==> src/rtl/balanca_pkg.sv <==
// Shared constants and types for the Balanca price path.
// Used by the cents-to-euros converter and the display helpers.
package balanca_pkg;

  localparam int unsigned CENT_DIVISOR = 100;
  localparam int FRAC_W = 7;
  localparam int BCD_W = 4;

  typedef enum logic [1:0] {
    IDLE = 2'd0,
    DIV  = 2'd1,
    DONE = 2'd2
  } conv_state_t;

endpackage

==> src/rtl/bin2bcd_2d.sv <==
// Combinational split of a 0..99 value into two BCD digits.
// Shared by the price and weight display paths.
module bin2bcd_2d
  import balanca_pkg::*;
(
  input  logic [FRAC_W-1:0] bin,
  output logic [BCD_W-1:0]  tens,
  output logic [BCD_W-1:0]  ones
);

  assign tens = BCD_W'(bin / 7'd10);
  assign ones = BCD_W'(bin % 7'd10);

endmodule

==> src/rtl/centimos_euros_seq.sv <==
// Iterative cents-to-euros converter: restoring division by 100,
// one quotient bit per cycle, with a BCD split of the remainder.
module centimos_euros_seq
  import balanca_pkg::*;
#(
  parameter int CENT_W = 14,
  parameter int EURO_W = CENT_W - 6
) (
  input  logic              clk,
  input  logic              rst_n,
  input  logic              in_valid,
  output logic              in_ready,
  input  logic [CENT_W-1:0] in_cents,
  output logic              out_valid,
  input  logic              out_ready,
  output logic [EURO_W-1:0] out_euros,
  output logic [FRAC_W-1:0] out_frac,
  output logic [BCD_W-1:0]  out_tens,
  output logic [BCD_W-1:0]  out_ones
);

  localparam int CNT_W = $clog2(CENT_W);

  conv_state_t state;
  logic [CENT_W-1:0] dvd;
  logic [CENT_W-1:0] dvd_nxt;
  logic [FRAC_W-1:0] rem;
  logic [FRAC_W-1:0] rem_nxt;
  logic [7:0]        rem_sh;
  logic [CNT_W-1:0]  cnt;
  logic              qbit;
  logic [BCD_W-1:0]  tens;
  logic [BCD_W-1:0]  ones;

  // Quotient bits shift into the vacated low end of the dividend.
  always_comb begin
    rem_sh  = {rem, dvd[CENT_W-1]};
    qbit    = rem_sh >= 8'(CENT_DIVISOR);
    rem_nxt = qbit ? FRAC_W'(rem_sh - 8'(CENT_DIVISOR))
                   : FRAC_W'(rem_sh);
    dvd_nxt = {dvd[CENT_W-2:0], qbit};
  end

  bin2bcd_2d u_bcd (
    .bin  (rem_nxt),
    .tens (tens),
    .ones (ones)
  );

  always_ff @(posedge clk or negedge rst_n) begin
    if (!rst_n) begin
      state     <= IDLE;
      dvd       <= '0;
      rem       <= '0;
      cnt       <= '0;
      in_ready  <= 1'b0;
      out_valid <= 1'b0;
      out_euros <= '0;
      out_frac  <= '0;
      out_tens  <= '0;
      out_ones  <= '0;
    end else begin
      unique case (state)
        IDLE: begin
          if (in_valid && in_ready) begin
            dvd      <= in_cents;
            rem      <= '0;
            cnt      <= CNT_W'(CENT_W - 1);
            in_ready <= 1'b0;
            state    <= DIV;
          end else begin
            in_ready <= 1'b1;
          end
        end
        DIV: begin
          dvd <= dvd_nxt;
          rem <= rem_nxt;
          cnt <= cnt - CNT_W'(1);
          if (cnt == '0) begin
            state     <= DONE;
            out_valid <= 1'b1;
            out_euros <= dvd_nxt[EURO_W-1:0];
            out_frac  <= rem_nxt;
            out_tens  <= tens;
            out_ones  <= ones;
          end
        end
        DONE: begin
          if (out_ready) begin
            out_valid <= 1'b0;
            in_ready  <= 1'b1;
            state     <= IDLE;
          end
        end
        default: state <= IDLE;
      endcase
    end
  end

endmodule
==> config.mk <==
export PLATFORM = sky130hd
export DESIGN_NAME = centimos_euros_seq
export DESIGN_NICKNAME = d
export VERILOG_FILES = /design/src/rtl/balanca_pkg.sv /design/src/rtl/bin2bcd_2d.sv /design/src/rtl/centimos_euros_seq.sv
export SDC_FILE = /design/constraint.sdc
export NUM_CORES = 1
export LEC_CHECK = 0
export ABC_AREA = 1
export BUFFER_PORTS_ARGS = -buffer_cell sky130_fd_sc_hd__buf_4
export CAP_MARGIN = 20
export CORE_AREA = 2 2 76 78
export CTS_BUF_LIST = sky130_fd_sc_hd__clkbuf_4
export DETAILED_ROUTE_END_ITERATION = 10
export DIE_AREA = 0 0 78 80
export MAX_ROUTING_LAYER = met4
export PLACE_DENSITY = 0.71
export SYNTH_ARGS = -nofsm -noshare
export SYNTH_HDL_FRONTEND = slang
export SYNTH_SLANG_ARGS = --single-unit
==> constraint.sdc <==
create_clock -name clk -period 7.4 [get_ports clk]
set_clock_uncertainty 0.15 [all_clocks]
set_input_delay 0.74 -clock clk [delete_from_list [all_inputs] [get_ports clk]]
set_output_delay 0.74 -clock clk [all_outputs]
set_load 0.005 [all_outputs]
==> results of run 1 <==
-- cells in the mapped netlist (all sizes together), types with 2 or more instances --
cell	number
o21ai	39
nor2	11
o211ai	13
nand4	4
nand2	86
dfrtp	51
clkbuf	11
a31oi	2
o22ai	8
nand3	22
inv	43
ha	5
a21oi	7
-- kinds of logic (layout without fill, tap and decap cells) --
group / after synthesis / count (layout) / synth area share
adders and majority gates: 5 / 5 / 0.0237
DFF: 51 / 51 / 0.483
xor gates and xnor gates: 2 / 2 / 0.00663
and+or+nand+nor: 125 / 125 / 0.236
AOI/OAI and AO/OA: 71 / 71 / 0.167
buffers and inverters: 56 / 96 / 0.0838
-- cell type report --
class / count / area share
clock buffer: 6 / 0.0146
inverter: 44 / 0.0558
multi-input combinational: 203 / 0.370
timing repair buffer: 44 / 0.113
clock inverter: 2 / 0.00525
sequential: 51 / 0.412
tap: 72 / 0.0291
-- routing by layer --
layer,global-route usage,up-vias,share of wire
li1,-,1097,-
met1,0.271,1016,0.48
met2,0.296,36,0.47
met3,0.0385,5,0.038
met4,0.0491,0,0.011
met5,-,-,0
-- stage by stage --
stage / worst slack [ns] / cell area (µm²) / util / hold WS, ns / cells
floorplan: 4.51 / 2640 / - / 0.294 / 310
global placement: 4.31 / 3010 / 0.556 / 0.314 / 413
detailed placement: 4.23 / 3010 / 0.556 / 0.324 / 413
CTS: 4.20 / 3070 / 0.568 / 0.229 / 421
global route: 3.85 / 3100 / 0.573 / 0.233 / 422
finish: 4.15 / 3100 / 0.573 / 0.216 / 422
-- sequential cells by signal, indices dropped and copies added (netlist names) --
name	count
out_euros	8
state	2
rem	7
out_valid	1
in_ready	1
out_tens	4
out_ones	3
dvd	14
cnt	4
out_frac	7
-- worst max-delay path by stage --
stage / endpoint / slack, ns / cells after the start
6_report: out_ones[2]$_DFFE_PN0P_ / 4.15 / 26
5_1_grt: out_ones[2]$_DFFE_PN0P_ / 3.85 / 26
4_1_cts: out_ones[2]$_DFFE_PN0P_ / 4.20 / 26
3_5_place_dp: out_ones[2]$_DFFE_PN0P_ / 4.23 / 26
3_3_place_gp: out_ones[2]$_DFFE_PN0P_ / 4.31 / 26
2_1_floorplan: out_ones[2]$_DFFE_PN0P_ / 4.51 / 26
==> summary.md, run 1 <==
| Metric | Value |
|---|---|
| Status | `completed` |
| Commonest cells after routing, fill and taps aside | `nand2_1, dfrtp_1, buf_4` |
| Post-CTS Resized | `0` |
| Syn Nets | `333` |
| Antenna Violating Nets Remaining | `0` |
| Clock Tree Root | `clkbuf_4` |
| Synth Area per Inst | `8.52 µm²` |
| Commonest non-fill, non-tap cell in the layout | `nand2_1` |
| WL/cell | `13.0 µm` |
| Final TNS setup | `0 ns` |
| Crit-path max FO | `9` |
| Total die area | `6240 µm²` |
| CTS Hold Buffers Added | `0` |
| Post-Synthesis Cells | `310` |
| 1st-pass router iterations | `4` |
| #FFs+latches synth | `51` |
| Total Routing Usage GR | `0.195` |
| Critical Path AT | `3.37 ns` |
| RSZ-0062 raised after global routing | `no` |
| First-pass GRT wire length | `9450 µm` |
| Vias | `2,154` |
| Antenna Cells | `0` |
| Dominant cell type by area after synthesis | `dfrtp_1` |
| Sequential standard cell area | `1280 µm²` |
| Max_cap viols | `0` |
| Fin. Hold Viols | `0` |
| Nets@finish | `372` |
| CP top delay family | `simple AND/OR/NAND/NOR gates` |
| Vias in the first global route | `2,004` |
| Layout area overhead | `17.1%` |
| Grt ovf | `0` |
| Sink Count | `51` |
| H-tree levels | `2` |
| Seq/Total Area, Yosys | `0.483` |
| Tmin final | `3.25 ns` |
| Synth async-reset ratio | `1.00` |
| Relative slew margins | `0.305` |
| Final wirelength | `5490 µm` |
| CP Buf/Inv Count | `5` |
| Layout cells sized above 1 | `0.260` |
| Iteration-0 DRC Markers | `136` |
| R2R depth | `26` |
| Fmax | `308 MHz` |
| Reg2Reg Setup Slack | `4.15 ns` |
| Yosys top cell area share | `0.483` |
| Port bufs | `42` |
| Top Ports | `43` |
| Critical Path RT | `7.53 ns` |
| HPWL after detailed placement | `3860 µm` |
| Largest net degree at the start of global routing | `52` |
| Final setup fails | `0` |
| TritonCTS clock tree | `built` |
| Critical path endpoint category | `register` |
| Worst slew pin tran | `1.04 ns` |
| Starting Density | `0.489` |
| Tightest Hold Check Type | `primary input to asynchronous set/reset pin` |
| GPL Wtd Cong | `0.832` |
| Yosys Warn Count | `0` |
| Distinct cell type count after synthesis | `31` |
| Post-CTS Setup Inserts | `0` |
| Clk_lat worst skew | `0.37 ns` |
| Chip width | `78 µm` |
| Fin crit share | `0.439` |
| Reg2reg start | `rem[1]$_DFFE_PN0P_` |
| Die height | `80 µm` |
| Worst-path clk slew | `0.16 ns` |
| Launch point of the worst path | `rem[1]$_DFFE_PN0P_` |
| Layout filler cell count | `524` |
| FF-to-FF End | `out_ones[2]$_DFFE_PN0P_` |
| Total core area | `5410 µm²` |
| Primary FF master, synth | `dfrtp_1` |
| WS Path Type | `register to register` |
| Mapped cell area | `2640 µm²` |
| Max clock buf depth | `2` |
| Multi-input combinational cell area | `1140 µm²` |
| CP peak stage delay | `0.41 ns` |
| Top cells by area, synth | `dfrtp_1, nand2_1, o21ai_0` |
| Max Transition Viols Final | `0` |
| Vias/cell | `5.10` |
| Antenna violations before repair | `0` |
| DRC Markers | `0` |
| Most used cell, CP | `nand2_1` |
| Std-Cell Rows | `27` |
| Crit-path slowest cell | `dfrtp_1` |
| Startpoint types | `register` |
| Post-synth EDFFs | `0` |
| CTS buffer count | `5` |
Power of run 1 is not shown: default switching activity piles up to over one toggle a cycle in this logic, so the estimate is an artifact.
==> inputs of run 2 (changes only) <==
Settings changed: PLACE_DENSITY 0.71 to 0.73.
Clock period 7.4 ns to 2.7 ns, I/O delays scaled along.
==> run 2 against run 1 <==
The flow now finishes with violations (setup timing). Sequential share of layout area fell by 6.7 points. Register-to-register slack got worse by 4.4 ns. Flip-flop and latch count did not move. Hold slack got worse by 0.19 ns. Maximum frequency rose by 9.5%. Clock-buffer cell count fell by 1. Critical path depth rose by 1. Critical endpoint unchanged.
==> summary.md, run 2 (synthesized netlist as in run 1, its figures left out) <==
| Metric | Value |
|---|---|
| Status | `complete, but fails checks` |
| Violations in the final reports | `setup timing` |
| WL/cell | `13.8 µm (+6.0%)` |
| Port bufs | `42 (unchanged)` |
| Layout cells sized above 1 | `0.375 (+0.115)` |
| Area after DPL | `3250 µm² (+8.0%)` |
| Critical Path AT | `3.10 ns (-0.27 ns)` |
| Vias/cell | `5.10 (-0.13%)` |
| Startpoint types | `register` |
| RSZ-0062 raised after global routing | `yes` |
| Iteration-0 DRC Markers | `144 (+5.9%)` |
| Critical path endpoint category | `register` |
| Std-Cell Rows | `27 (unchanged)` |
| Reg2reg start | `rem[1]$_DFFE_PN0P_` |
| Grt ovf | `0 (unchanged)` |
| CP Buf/Inv Count | `8 (+3)` |
| Tmin final | `2.97 ns (-0.280 ns)` |
| Antenna Cells | `0 (unchanged)` |
| Final wirelength | `6510 µm (+19%)` |
| Worst-path clk slew | `0.15 ns (about the same)` |
| Top Ports | `43 (unchanged)` |
| Total die area | `6240 µm² (unchanged)` |
| GPL Wtd Cong | `0.847 (+1.8%)` |
| DRC Markers | `0 (unchanged)` |
| Fin. Hold Viols | `0 (unchanged)` |
| Antenna violations before repair | `0 (unchanged)` |
| Worst slew pin tran | `0.642 ns (-0.399 ns)` |
| Total core area | `5410 µm² (unchanged)` |
| Clk_lat worst skew | `0.37 ns (about the same)` |
| HPWL after detailed placement | `4210 µm (+9.2%)` |
| Final setup fails | `4 (+4)` |
| Clock Tree Root | `clkbuf_4` |
| Max clock buf depth | `2 (unchanged)` |
| Die height | `80 µm (unchanged)` |
| Starting Density | `0.489 (unchanged)` |
| WS Path Type | `register to register` |
| CP peak stage delay | `0.39 ns (-0.02 ns)` |
| Total Routing Usage GR | `0.219 (+0.0237)` |
| Final setup margin | `-0.266 ns (-4.42 ns)` |
| Vias in the first global route | `2,369 (+18%)` |
| Min Hold Slack | `0.0223 ns (-0.193 ns)` |
| Sink Count | `51 (unchanged)` |
| Relative slew margins | `0.572 (+0.267)` |
| Commonest non-fill, non-tap cell in the layout | `buf_4` |
| Top reg by flops | `dvd` |
| CP top delay family | `simple AND/OR/NAND/NOR gates` |
| Largest registers | `dvd (14), out_euros (8)` |
| Max Transition Viols Final | `0 (unchanged)` |
| TritonCTS clock tree | `built` |
| Critical Path RT | `2.84 ns (-4.69 ns)` |
| Tightest Hold Check Type | `primary input to register` |
| Crit-path max FO | `4 (-5)` |
| Most used cell, CP | `nand2_2` |
| Fmax | `337 MHz (+9.5%)` |
| H-tree levels | `2 (unchanged)` |
| Commonest cells after routing, fill and taps aside | `buf_4, nand2_1, dfrtp_1` |
| Chip width | `78 µm (unchanged)` |
| Fin crit share | `1.10 (+0.660)` |
| Max reg flops | `14 (unchanged)` |
| Max_cap viols | `0 (unchanged)` |
| Vias | `2,406 (+12%)` |
| Fin area | `3700 µm² (+19%)` |
| First-pass GRT wire length | `10,600 µm (+13%)` |
| Launch point of the worst path | `rem[1]$_DFFE_PN0P_` |
| CTS buffer count | `5 (unchanged)` |
| Largest net degree at the start of global routing | `52 (unchanged)` |
| HP Start | `in_cents[13]` |
| Nets@finish | `422 (+13%)` |
| Antenna Violating Nets Remaining | `0 (unchanged)` |
| 1st-pass router iterations | `5 (+1)` |
| Crit-path slowest cell | `dfrtp_1` |
| Layout area overhead | `39.9%` |
run 2: final cells by class:
type                            instances  area, µm²
Clock inverter                          3       67.6
Tap cell                               72       90.1
Multi-Input combinational cell        203       1320
Clock buffer                            5       37.5
Fill cell                             429       1710
Timing Repair Buffer                   94        737
Sequential cell                        51       1280
Inverter                               44        173
run 2: worst register-to-register path: stages (launching register included):
cell	delay (ns)
dfrtp_1	0.39
inv_2	0.06
buf_4	0.13
buf_4	0.12
buf_4	0.15
nand2_1	0.07
nand2_1	0.05
nand2_1	0.08
nand3_2	0.09
nand2_4	0.14
inv_2	0.07
a21oi_4	0.16
nand2_4	0.10
nand2_4	0.12
nand2_2	0.07
nand2_2	0.08
inv_2	0.04
nand2_2	0.08
nand2_2	0.06
nand2_2	0.08
nand2_2	0.05
inv_2	0.07
ha_4	0.13
inv_2	0.05
nand3_4	0.07
nand4_1	0.10
nand3_1	0.09
nand2_1	0.05
run 2: metrics by stage:
step	setup TNS (ns)	util	instances	setup WS (ns)
2_1_floorplan	0	-	310	0.000994
3_3_place_gp	-0.0570	0.601	441	-0.0457
3_5_place_dp	-0.451	0.601	441	-0.193
4_1_cts	-0.407	0.654	465	-0.139
5_1_grt	-1.70	0.684	472	-0.467
6_report	-0.926	0.684	472	-0.266
run 2: routing by layer:
| layer | vias to the layer above | share of wire | wire length (µm) | track usage |
|---|---|---|---|---|
| met5 | - | 0 | 0 | - |
| met4 | 0 | 0.019 | 122 | 0.0754 |
| met3 | 14 | 0.038 | 246 | 0.0396 |
| met2 | 54 | 0.52 | 3360 | 0.365 |
| met1 | 1142 | 0.43 | 2780 | 0.270 |
| li1 | 1196 | - | - | - |
run 2: final timing paths:
kind | slack (ns) | end | cells after the start
max | -0.27 | out_ones[2]$_DFFE_PN0P_ | 27
min | 0.02 | dvd[13]$_DFFE_PN0P_ | 3
max reg2reg | -0.27 | out_ones[2]$_DFFE_PN0P_ | 27
min reg2reg | 0.35 | out_frac[5]$_DFFE_PN0P_ | 2
max in group asynchronous | 1.68 | rem[5]$_DFFE_PN0P_ | 2
min in group asynchronous | 0.28 | out_euros[6]$_DFFE_PN0P_ | 2
run 2: what timing repair did:
item | CTS | global route
setup endpoints to repair | 4 | 4
setup buffers | 7 | 5
endpoints found under the hold margin | 59 | 2
cloned | 0 | 0
hold buffers | 9 | 2
pin swaps | 12 | 11
gates resized for setup | 10 | 17
Power of run 2 is left out for the same reason.
==> inputs of run 3 (changes only) <==
Settings changed: SKIP_CTS_REPAIR_TIMING from default to 1.
==> run 3 against run 2 <==
The run still ends with setup timing left. Via count fell by 3.1%. Design area fell by 1.4%. First-iteration DRC count fell by 27%. Non-clock buffer count fell by 9. Largest cell class unchanged.
==> summary.md, run 3 (synthesized netlist as in run 1, its figures left out) <==
| Metric | Value |
|---|---|
| Status | `complete, but fails checks` |
| Violations in the final reports | `setup timing` |
| Layout filler cell count | `440 (+2.6%)` |
| WL/cell | `13.7 µm (-0.89%)` |
| TritonCTS clock tree | `built` |
| GPL Wtd Cong | `0.847 (unchanged)` |
| Nets@finish | `413 (-2.1%)` |
| Vias/cell | `5.04 (-1.2%)` |
| Grt ovf | `0 (unchanged)` |
| Utilization after layout | `0.674 (-0.00972)` |
| First-pass GRT wire length | `10,200 µm (-4.0%)` |
| WS Path Type | `register to register` |
| Clk_lat worst skew | `0.37 ns (about the same)` |
| Crit-path max FO | `8 (+4)` |
| Commonest cells after routing, fill and taps aside | `buf_4, nand2_1, dfrtp_1` |
| DP Worst Slack | `-0.193 ns (unchanged)` |
| RSZ-0062 raised after global routing | `yes` |
| Max Transition Viols Final | `0 (unchanged)` |
| Critical path endpoint category | `register` |
| Sink Count | `51 (unchanged)` |
| Die height | `80 µm (unchanged)` |
| CTS buffer count | `5 (unchanged)` |
| Top Ports | `43 (unchanged)` |
| H-tree levels | `2 (unchanged)` |
| R2R depth | `22 (-19%)` |
| Std-Cell Rows | `27 (unchanged)` |
| WHS Path Cells | `3 (unchanged)` |
| Critical Path RT | `2.84 ns (about the same)` |
| Tmin final | `2.92 ns (-0.0481 ns)` |
| Total core area | `5410 µm² (unchanged)` |
| Commonest non-fill, non-tap cell in the layout | `buf_4` |
| Largest net degree at the start of global routing | `52 (unchanged)` |
| Final setup margin | `-0.218 ns (+0.0481 ns)` |
| 1st-pass router iterations | `5 (unchanged)` |
| Total Routing Usage GR | `0.210 (-0.00905)` |
| Iteration-0 DRC Markers | `105 (-27%)` |
| Relative slew margins | `0.567 (-0.00505)` |
| Chip width | `78 µm (unchanged)` |
| Fmax | `343 MHz (+1.6%)` |
| Tightest Hold Check Type | `primary input to register` |
| Min Hold Slack | `0.00690 ns (-0.0155 ns)` |
| Antenna Cells | `0 (unchanged)` |
| Largest registers | `dvd (14), out_euros (8)` |
| HPWL after detailed placement | `4210 µm (unchanged)` |
| Layout area overhead | `37.9%` |
| Layout cells sized above 1 | `0.379 (+0.00352)` |
| Total die area | `6240 µm² (unchanged)` |
| Top reg by flops | `dvd` |
| Max clock buf depth | `2 (unchanged)` |
| Vias in the first global route | `2,282 (-3.7%)` |
| Max reg flops | `14 (unchanged)` |
| Final setup fails | `4 (unchanged)` |
| Starting Density | `0.489 (unchanged)` |
| Fin. Hold Viols | `0 (unchanged)` |
| Startpoint types | `register` |
| Critical Path AT | `3.06 ns (-0.04 ns)` |
| Worst slew pin tran | `0.650 ns (+0.00758 ns)` |
| DRC Markers | `0 (unchanged)` |
| Worst-path clk slew | `0.15 ns (about the same)` |
| Fin crit share | `1.08 (-0.0178)` |
| Port bufs | `42 (unchanged)` |
| Final wirelength | `6330 µm (-2.8%)` |
| Max_cap viols | `0 (unchanged)` |
| Antenna violations before repair | `0 (unchanged)` |
| Vias | `2,332 (-3.1%)` |
| Clock Tree Root | `clkbuf_4` |
| Antenna Violating Nets Remaining | `0 (unchanged)` |
-- run 3: worst paths after layout --
path                       slack [ns]                  endpoint                     from
min                             0.007       dvd[12]$_DFFE_PN0P_             in_cents[12]
max                             -0.22   out_ones[2]$_DFFE_PN0P_       rem[2]$_DFFE_PN0P_
min in group asynchronous        0.29  out_euros[6]$_DFFE_PN0P_                    rst_n
max in group asynchronous        1.68        dvd[0]$_DFFE_PN0P_                    rst_n
max reg2reg                     -0.22   out_ones[2]$_DFFE_PN0P_       rem[2]$_DFFE_PN0P_
min reg2reg                      0.36   out_frac[5]$_DFFE_PN0P_  out_frac[5]$_DFFE_PN0P_
-- run 3: critical path, cell delays in order, from the launching register on --
cell	delay [ns]
dfrtp_1	0.42
inv_2	0.11
ha_4	0.19
inv_4	0.04
nor2_4	0.09
nand2_4	0.10
nand2_8	0.11
inv_2	0.05
nand2_1	0.07
nand2_2	0.08
nand2_4	0.10
nand3_4	0.08
nand2_4	0.10
nand2_4	0.07
nand2_2	0.09
nand3_2	0.10
buf_4	0.15
o21ai_0	0.30
inv_1	0.16
nand3_4	0.12
nand2_1	0.06
nand3_1	0.06
nand2_1	0.05
-- run 3: metrics by stage --
stage                     std cells  setup TNS (ns)  instance area [µm²]
after global routing            463           -1.35                 3640
after floorplan                 310               0                 2670
after detailed placement        441          -0.451                 3250
final                           463          -0.632                 3640
after global placement          441         -0.0570                 3250
after CTS                       449          -0.542                 3350
-- run 3: cell type report --
class	count	area, µm²	area share
inverter	44	183	0.0501
tap	72	90.1	0.0247
clock buffer	5	37.5	0.0103
sequential	51	1280	0.350
timing repair buffer	85	662	0.182
clock inverter	3	67.6	0.0185
multi-input combinational	203	1330	0.364
-- run 3: layer usage --
layer | vias up | track usage | routed length, µm
li1 | 1173 | - | -
met3 | 6 | 0.0362 | 237
met5 | - | - | 0
met1 | 1098 | 0.267 | 2820
met2 | 55 | 0.352 | 3210
met4 | 0 | 0.0509 | 58
Power of run 3 is left out for the same reason.
